## config.mk

```make
export PLATFORM = sky130hd
export DESIGN_NAME = multicycle_control
export DESIGN_NICKNAME = d
export VERILOG_FILES = /design/src/rtl/multicycle_control_pkg.sv /design/src/rtl/multicycle_control_decode.sv /design/src/rtl/multicycle_control.sv
export SDC_FILE = /design/constraint.sdc
export NUM_CORES = 1
export LEC_CHECK = 0
export CAP_MARGIN = 40
export CORE_ASPECT_RATIO = 1.25
export CORE_UTILIZATION = 44
export DETAILED_ROUTE_END_ITERATION = 16
export GPL_ROUTABILITY_DRIVEN = 0
export MAX_ROUTING_LAYER = met4
export PLACE_DENSITY = 0.8
export SLEW_MARGIN = 15
export SYNTH_ARGS = -nofsm -noshare
export SYNTH_HDL_FRONTEND = slang
export SYNTH_SLANG_ARGS = --single-unit
```

## constraint.sdc

```tcl
create_clock -name clk -period 3.19 [get_ports clk]
set_clock_uncertainty 0.2 [all_clocks]
set_input_delay 0.319 -clock clk [delete_from_list [all_inputs] [get_ports clk]]
set_output_delay 0.319 -clock clk [all_outputs]
set_load 0.03 [all_outputs]
```

## src/rtl/multicycle_control_pkg.sv

```systemverilog
// multicycle_control_pkg: state, opcode and control-field encodings for the multi-cycle MIPS controller.
package multicycle_control_pkg;
  typedef enum logic [3:0] {
    S_IDLE      = 4'd0,
    S_FETCH     = 4'd1,
    S_DECODE    = 4'd2,
    S_MEM_ADDR  = 4'd3,
    S_MEM_READ  = 4'd4,
    S_MEM_WB    = 4'd5,
    S_MEM_WRITE = 4'd6,
    S_EXECUTE   = 4'd7,
    S_R_WB      = 4'd8,
    S_BRANCH    = 4'd9,
    S_JUMP      = 4'd10
`ifdef MC_ADDI_EN
    , S_ADDI_EX = 4'd11,
    S_ADDI_WB   = 4'd12
`endif
  } state_t;
  localparam logic [5:0] OP_RTYPE = 6'h00;
  localparam logic [5:0] OP_LW    = 6'h23;
  localparam logic [5:0] OP_SW    = 6'h2B;
  localparam logic [5:0] OP_BEQ   = 6'h04;
  localparam logic [5:0] OP_J     = 6'h02;
  localparam logic [5:0] OP_ADDI  = 6'h08;
  localparam logic [1:0] ALU_ADD = 2'b00, ALU_SUB = 2'b01, ALU_FUNCT = 2'b10;
  localparam logic [1:0] SRCB_B = 2'b00, SRCB_4 = 2'b01, SRCB_IMM = 2'b10, SRCB_IMM_SH = 2'b11;
  localparam logic [1:0] PCSRC_ALU = 2'b00, PCSRC_ALUOUT = 2'b01, PCSRC_JUMP = 2'b10;
  typedef struct packed {
    logic       pc_write;
    logic       pc_write_cond;
    logic       iord;
    logic       mem_read;
    logic       mem_write;
    logic       ir_write;
    logic       mem_to_reg;
    logic       reg_dst;
    logic       reg_write;
    logic       alu_src_a;
    logic [1:0] alu_src_b;
    logic [1:0] alu_op;
    logic [1:0] pc_source;
  } ctrl_t;
  function automatic logic is_wait(state_t s);
    return s == S_FETCH || s == S_MEM_READ || s == S_MEM_WRITE;
  endfunction
endpackage

```

## src/rtl/multicycle_control_decode.sv

```systemverilog
// multicycle_control_decode: Moore control word per state; only FETCH looks at mem_ready.
module multicycle_control_decode
  import multicycle_control_pkg::*;
(
  input  state_t state,
  input  logic   mem_ready,
  output ctrl_t  ctrl
);
  always_comb begin
    ctrl = '0;
    case (state)
      S_FETCH: begin
        ctrl.mem_read  = 1'b1;
        ctrl.ir_write  = mem_ready;
        ctrl.pc_write  = mem_ready;
        ctrl.alu_src_b = SRCB_4;
        ctrl.alu_op    = ALU_ADD;
        ctrl.pc_source = PCSRC_ALU;
      end
      S_DECODE: begin
        ctrl.alu_src_b = SRCB_IMM_SH;
        ctrl.alu_op    = ALU_ADD;
      end
`ifdef MC_ADDI_EN
      S_MEM_ADDR, S_ADDI_EX: begin
`else
      S_MEM_ADDR: begin
`endif
        ctrl.alu_src_a = 1'b1;
        ctrl.alu_src_b = SRCB_IMM;
        ctrl.alu_op    = ALU_ADD;
      end
      S_MEM_READ: begin
        ctrl.mem_read = 1'b1;
        ctrl.iord     = 1'b1;
      end
      S_MEM_WB: begin
        ctrl.reg_write  = 1'b1;
        ctrl.mem_to_reg = 1'b1;
      end
      S_MEM_WRITE: begin
        ctrl.mem_write = 1'b1;
        ctrl.iord      = 1'b1;
      end
      S_EXECUTE: begin
        ctrl.alu_src_a = 1'b1;
        ctrl.alu_src_b = SRCB_B;
        ctrl.alu_op    = ALU_FUNCT;
      end
      S_R_WB: begin
        ctrl.reg_write = 1'b1;
        ctrl.reg_dst   = 1'b1;
      end
      S_BRANCH: begin
        ctrl.alu_src_a     = 1'b1;
        ctrl.alu_op        = ALU_SUB;
        ctrl.pc_write_cond = 1'b1;
        ctrl.pc_source     = PCSRC_ALUOUT;
      end
      S_JUMP: begin
        ctrl.pc_write  = 1'b1;
        ctrl.pc_source = PCSRC_JUMP;
      end
`ifdef MC_ADDI_EN
      S_ADDI_WB: ctrl.reg_write = 1'b1;
`endif
      default: ;
    endcase
  end
endmodule

```

## src/rtl/multicycle_control.sv

```systemverilog
// multicycle_control: multi-cycle MIPS control FSM with mem_ready watchdog.
// Define MC_ADDI_EN to add the addi instruction (ADDI_EX/ADDI_WB states).
module multicycle_control
  import multicycle_control_pkg::*;
#(
  parameter int WAIT_W       = 4,
  parameter int MEM_WAIT_MAX = 15
) (
  input  logic       clk,
  input  logic       reset,
  input  logic [5:0] opcode,
  input  logic       mem_ready,
  output logic       PCWrite,
  output logic       PCWriteCond,
  output logic       IorD,
  output logic       MemRead,
  output logic       MemWrite,
  output logic       IRWrite,
  output logic       MemtoReg,
  output logic       RegDst,
  output logic       RegWrite,
  output logic       AluSrcA,
  output logic [1:0] AluSrcB,
  output logic [1:0] AluOp,
  output logic [1:0] PCSource,
  output logic       illegal_op,
  output logic       mem_timeout,
  output logic [3:0] state_dbg
);
  state_t state, next;
  ctrl_t ctrl;
  logic [WAIT_W-1:0] cnt;
  logic timeout;
  assign timeout = is_wait(state) && !mem_ready && cnt == WAIT_W'(MEM_WAIT_MAX - 1);
  always_ff @(posedge clk or posedge reset)
    if (reset) state <= S_IDLE;
    else state <= next;
  always_comb begin
    next = S_FETCH;
    case (state)
      S_IDLE:      next = S_FETCH;
      S_FETCH:     next = mem_ready ? S_DECODE : S_FETCH;
      S_DECODE:
        case (opcode)
          OP_RTYPE:     next = S_EXECUTE;
          OP_LW, OP_SW: next = S_MEM_ADDR;
          OP_BEQ:       next = S_BRANCH;
          OP_J:         next = S_JUMP;
`ifdef MC_ADDI_EN
          OP_ADDI:      next = S_ADDI_EX;
`endif
          default:      next = S_FETCH;
        endcase
      S_MEM_ADDR:  next = opcode == OP_SW ? S_MEM_WRITE : S_MEM_READ;
      S_MEM_READ:  next = mem_ready ? S_MEM_WB : timeout ? S_FETCH : S_MEM_READ;
      S_MEM_WRITE: next = (mem_ready || timeout) ? S_FETCH : S_MEM_WRITE;
      S_EXECUTE:   next = S_R_WB;
`ifdef MC_ADDI_EN
      S_ADDI_EX:   next = S_ADDI_WB;
`endif
      default:     next = S_FETCH;
    endcase
  end
  // Timeout in FETCH keeps the state, so it must clear the counter explicitly.
  always_ff @(posedge clk or posedge reset)
    if (reset) cnt <= '0;
    else cnt <= (next != state || mem_ready || timeout) ? '0 : cnt + 1'b1;
  multicycle_control_decode u_decode (
    .state    (state),
    .mem_ready(mem_ready),
    .ctrl     (ctrl)
  );
  assign {PCWrite, PCWriteCond, IorD, MemRead, MemWrite, IRWrite, MemtoReg, RegDst,
          RegWrite, AluSrcA, AluSrcB, AluOp, PCSource} = ctrl;
  assign illegal_op  = state == S_DECODE && next == S_FETCH;
  assign mem_timeout = timeout;
  assign state_dbg   = state;
endmodule

```

==> impl_metrics.json, run 1 <==
{
  "finalWirelength_um": 1758,
  "clkLatencyLatePin_ns": 0.26,
  "yosys.area_share.adder_pct": 3.503,
  "max_freq_mhz": 351.3,
  "yosys.area.top_type_share_pct": 28.02,
  "hold_class": "in -> async",
  "power.density_mw_per_mm2": 810.2,
  "drt-initial-drc-count": 13,
  "rows": 15,
  "drv_slew": 0,
  "dieWidth_um": 38.04,
  "grt.overflow.total": 0,
  "worst_slew_margin_rel_pct": 62.89,
  "die-area_mm2": 0.001790,
  "numPlacedInstances": 132,
  "yosysUniqueCellTypes": 38,
  "routedWlPerCell_um": 13.02,
  "p_int_w": 0.0004149,
  "place_area_mm2": 0.001016,
  "final_common_cell": "clkdlybuf4s50_1",
  "cts_setup_buffers": 0,
  "nets": 131,
  "combPwrFrac_pct": 67.7,
  "cts_made_buffers": 3,
  "grt_pass1_vias": 667,
  "setup_slack_ns": 0.3438,
  "rsz0062_at_grt": "no",
  "leakage_nw": 0.4379,
  "swShare_pct": 50.69,
  "clockRootBuffer": "clkbuf_4",
  "dp_slack_ns": 0.4142,
  "grt_pass1_wl_um": 2939,
  "hold_viol": 0,
  "fillers": 120,
  "synthFlopType": "dfrtp_1",
  "cts-hold-fix-buffers": 0,
  "finalSetupViolCount": 0,
  "seqPwrFrac_pct": 22.9,
  "grt_max_degree": 18,
  "fin_setup_tns_ns": 0,
  "status": "complete, no violations",
  "dp_hpwl_um": 1362,
  "core_mm2": 0.001445,
  "yosysSeqAreaShare_pct": 28.02,
  "synth_mux_area_share_pct": 1.401,
  "cp.arrival_ns": 2.33,
  "max_cap_violations": 0,
  "ys_ff_latch": 8,
  "min_period_ns": 2.846,
  "cts-resized-gates": 0,
  "antenna_cells": 0,
  "final_cell_mix": "30 x clkdlybuf4s50_1, 9 x nor2_1, 8 x dfrtp_1, 7 x nand2_1",
  "fin_cells": 135,
  "synth_top_family_by_area": "simple AND/OR/NAND/NOR gates",
  "power_frac_clock_pct": 9.4,
  "area.growth.synth_to_final_pct": 45.36,
  "synthSimpleGateAreaFrac_pct": 33.27,
  "synth-compound-area-share_pct": 21.89,
  "tightest_slew_ns": 0.5567,
  "crit_fanout": 3,
  "via_per_inst": 5.711,
  "cts_tree": "done",
  "clock_sinks": 8,
  "period_share_pct": 89.22,
  "design_area_mm2": 0.001039,
  "initial_core_util_pct": 49.44,
  "worstSetupStartpointType": "primary input",
  "synth_area_um2": 714.4,
  "ios": 31,
  "port_buffers": 30,
  "p_sw_w": 0.0004265,
  "drive_gt1_share_pct": 8.475,
  "postSynthAreaPerCell_um2": 8.119,
  "drtPass1Iterations": 7,
  "remaining_drc_errors": 0,
  "ant_nets": 0,
  "track_usage_pct": 24.31,
  "synthXorXnorAreaFrac_pct": 4.904,
  "synth_area_leaders": "dfrtp_1 28%, a211oi_1 6.3%, nor2_1 4.7%",
  "cts.path.max_buffers": 2,
  "die_h_um": 47.05,
  "ir_drop_mv": 0.5009,
  "yosys.area.top_type": "dfrtp_1",
  "antenna_found_initial": 0,
  "crit_required_ns": 2.67,
  "syn-instance-count": 88,
  "crit_type": "in -> out",
  "htree_levels": 1,
  "synth_edf_count": 0,
  "vias": 771,
  "synthesis.nets": 99,
  "worst_hold_slack_ns": 0.1026,
  "clkTransAtPathRegs_ns": 0.06,
  "crit_path_end_kind": "primary output",
  "ys.warnings.count": 0,
  "synthArstFlopShare_pct": 100.0
}
==> worst paths after layout <==
check                             start           end  depth (start not counted)  slack [ns]
hold / removal                    reset  state_dbg[0]                          2        0.10
setup / recovery              opcode[0]    illegal_op                          6        0.34
max in group asynchronous         reset        cnt[2]                          2        2.45
min in group clk                 cnt[0]        cnt[0]                          1        0.28
setup reg to reg           state_dbg[0]        cnt[0]                          4        1.15
hold reg to reg                  cnt[0]        cnt[0]                          1        0.28
==> registers in the layout, indices dropped and copies added (netlist names) <==
register and flops:
cnt 4, state_dbg 4
==> through the flow <==
stage                     utilization, %  total power, W
after floorplan                        -       0.0005581
after global placement             70.30       0.0007597
after detailed placement           70.30       0.0007654
after CTS                          71.86       0.0008446
after global routing               71.86       0.0008942
final                              71.86       0.0008414
==> synthesized netlist by cell type, types with 2 or more instances <==
master    n
nor2_1    9
dfrtp_1   8
nand2_1   7
a211oi_1  6
inv_1     6
nor3_1    6
nand3_1   5
nand2b_1  3
or2_2     3
a21oi_1   2
ha_1      2
o21ai_0   2
or2b_1    2
xnor2_1   2
xor2_1    2
==> area by class of cell <==
class	instances	area [um^2]	area share (%)
flip-flops and latches	8	200.2	19.28
clock buffers	3	22.52	2.169
inverters	6	22.52	2.169
repair buffers	31	307.8	29.64
well taps	17	21.27	2.048
multi-input cells	70	464.2	44.70
==> power groups by stage <==
| stage | combinational [W] | sequential (W) | clock, W |
|---|---|---|---|
| floorplan | 0.000365 | 0.000193 | 0 |
| global placement | 0.000566 | 0.000194 | 0 |
| detailed placement | 0.000570 | 0.000195 | 0 |
| CTS | 0.000572 | 0.000193 | 0.0000796 |
| global route | 0.000611 | 0.000200 | 0.0000836 |
| finish | 0.000569 | 0.000193 | 0.0000791 |
==> per-layer routing <==
layer / wire, um / global-route usage, % / vias to the layer above
li1: - / - / 381
met5: 0 / - / -
met4: 39 / 12.86 / 0
met2: 826 / 40.34 / 34
met1: 805 / 29.38 / 351
met3: 86 / 1.422 / 5
==> kinds of logic (layout without fill, tap and decap cells) <==
kind of cell,after synthesis,count (layout)
and+or+nand+nor,43,43
AOI/OAI and AO/OA,20,20
buffers and inverters,10,40
xor gates and xnor gates,4,4
muxes,1,1
adders and majority gates,2,2
DFF,8,8
==> worst max-delay path: stages <==
cell and delay, ns:
clkdlybuf4s50_1 0.44, nor3_1 0.36, o21bai_1 0.16, a2111oi_2 0.36, nor3_1 0.09, clkdlybuf4s50_1 0.60
Note: power is estimated with default switching activity, not from simulation.
==> run 2, diff against run 1 <==
- RECOVER_POWER: unset -> 25
==> impl_metrics.json, run 2 (synthesis results as in run 1) <==
{
  "grt_use_met2_pct": 40.34,
  "dieWidth_um": 38.04,
  "max_freq_mhz": 351.3,
  "worst_slew_margin_rel_pct": 62.89,
  "nets": 131,
  "clkLatencyLatePin_ns": 0.26,
  "ios": 31,
  "antenna_cells": 0,
  "worst_hold_slack_ns": 0.2403,
  "crit_required_ns": 2.67,
  "finalWirelength_um": 1758,
  "grt_pass1_wl_um": 2939,
  "clkTransAtPathRegs_ns": 0.06,
  "status": "complete, no violations",
  "crit_path_end_kind": "primary output",
  "grt_max_degree": 18,
  "vias": 771,
  "final_common_cell": "clkdlybuf4s50_1",
  "port_buffers": 30,
  "clockRootBuffer": "clkbuf_4",
  "cts-hold-fix-buffers": 0,
  "use_met3_pct": 1.422,
  "tightest_slew_ns": 0.5567,
  "hold_viol": 0,
  "dp_hpwl_um": 1362,
  "via_per_inst": 5.711,
  "cts_made_buffers": 3,
  "drv_slew": 0,
  "cp.arrival_ns": 2.33,
  "ir_drop_mv": 0.5009,
  "cts_setup_buffers": 0,
  "power.density_mw_per_mm2": 810.0,
  "leakage_nw": 0.4382,
  "core_mm2": 0.001445,
  "design_area_mm2": 0.001039,
  "use_met1_pct": 29.38,
  "r2r-start": "state_dbg[0]",
  "cts-resized-gates": 0,
  "grt.overflow.total": 0,
  "drtPass1Iterations": 7,
  "htree_levels": 1,
  "finalSetupViolCount": 0,
  "clock_sinks": 8,
  "crit_fanout": 3,
  "min_period_ns": 2.846,
  "drt-initial-drc-count": 13,
  "fin_setup_tns_ns": 0,
  "cts.path.max_buffers": 2,
  "hold_class": "in -> async",
  "remaining_drc_errors": 0,
  "crit_type": "in -> out",
  "r2r_end": "cnt[0]",
  "area.growth.synth_to_final_pct": 45.36,
  "die-area_mm2": 0.001790,
  "finalCoreUtilization_pct": 71.86,
  "cts_tree": "done",
  "grt_pass1_vias": 667,
  "die_h_um": 47.05,
  "ant_nets": 0,
  "antenna_found_initial": 0,
  "drive_gt1_share_pct": 8.475,
  "place_area_mm2": 0.001016,
  "reg2reg_depth": 4,
  "rows": 15,
  "final_cell_mix": "29 x clkdlybuf4s50_1, 9 x nor2_1, 8 x dfrtp_1, 7 x nand2_1",
  "worstSetupStartpointType": "primary input",
  "initial_core_util_pct": 49.44,
  "period_share_pct": 89.22,
  "routedWlPerCell_um": 13.02,
  "busiest_layer": "met2",
  "max_cap_violations": 0,
  "rsz0062_at_grt": "no",
  "track_usage_pct": 24.31,
  "total_power_w": 0.0008411,
  "rrSetupSlack_ns": 1.15
}
-- run 2: cell count changes in the layout (fill, tap and decap cells not counted) --
cell,before,now
dlygate4sd3_1,0,1
clkdlybuf4s50_1,30,29
-- run 2: through the flow --
stage	worst slack, ns	std cells
2_1_floorplan	0.1331	88
3_3_place_gp	0.4399	132
3_5_place_dp	0.4142	132
4_1_cts	0.3363	135
5_1_grt	0.2129	135
6_report	0.3438	135
-- run 2: layout make-up --
type,count,area [um^2]
well taps,17,21.27
inverters,6,22.52
repair buffers,31,307.8
flip-flops and latches,8,200.2
fillers,120,406.6
multi-input cells,70,464.2
clock buffers,3,22.52
-- run 2: layer usage --
layer / up-vias / wire length [um]
li1: 381 / -
met1: 351 / 805
met2: 34 / 826
met3: 5 / 86
met4: 0 / 39
met5: - / 0
-- run 2: power by group --
part,internal [W],switching [W]
logic,0.000246,0.000323
registers,0.000126,0.0000673
clock network,0.0000431,0.0000359
total,0.000415,0.000427
-- run 2: critical path, stage by stage --
cell and delay [ns]:
clkdlybuf4s50_1 0.44, nor3_1 0.36, o21bai_1 0.16, a2111oi_2 0.36, nor3_1 0.09, clkdlybuf4s50_1 0.60
-- run 2: worst max path at each step --
| stage | cells past startpoint | slack (ns) | endpoint | startpoint |
|---|---|---|---|---|
| 4_1_cts | 6 | 0.34 | illegal_op | opcode[0] |
| 3_3_place_gp | 6 | 0.44 | illegal_op | opcode[0] |
| 5_1_grt | 4 | 0.21 | PCWrite | state_dbg[0] |
| 3_5_place_dp | 6 | 0.41 | illegal_op | opcode[0] |
| 2_1_floorplan | 3 | 0.13 | mem_timeout | state_dbg[0] |
| 6_report | 6 | 0.34 | illegal_op | opcode[0] |
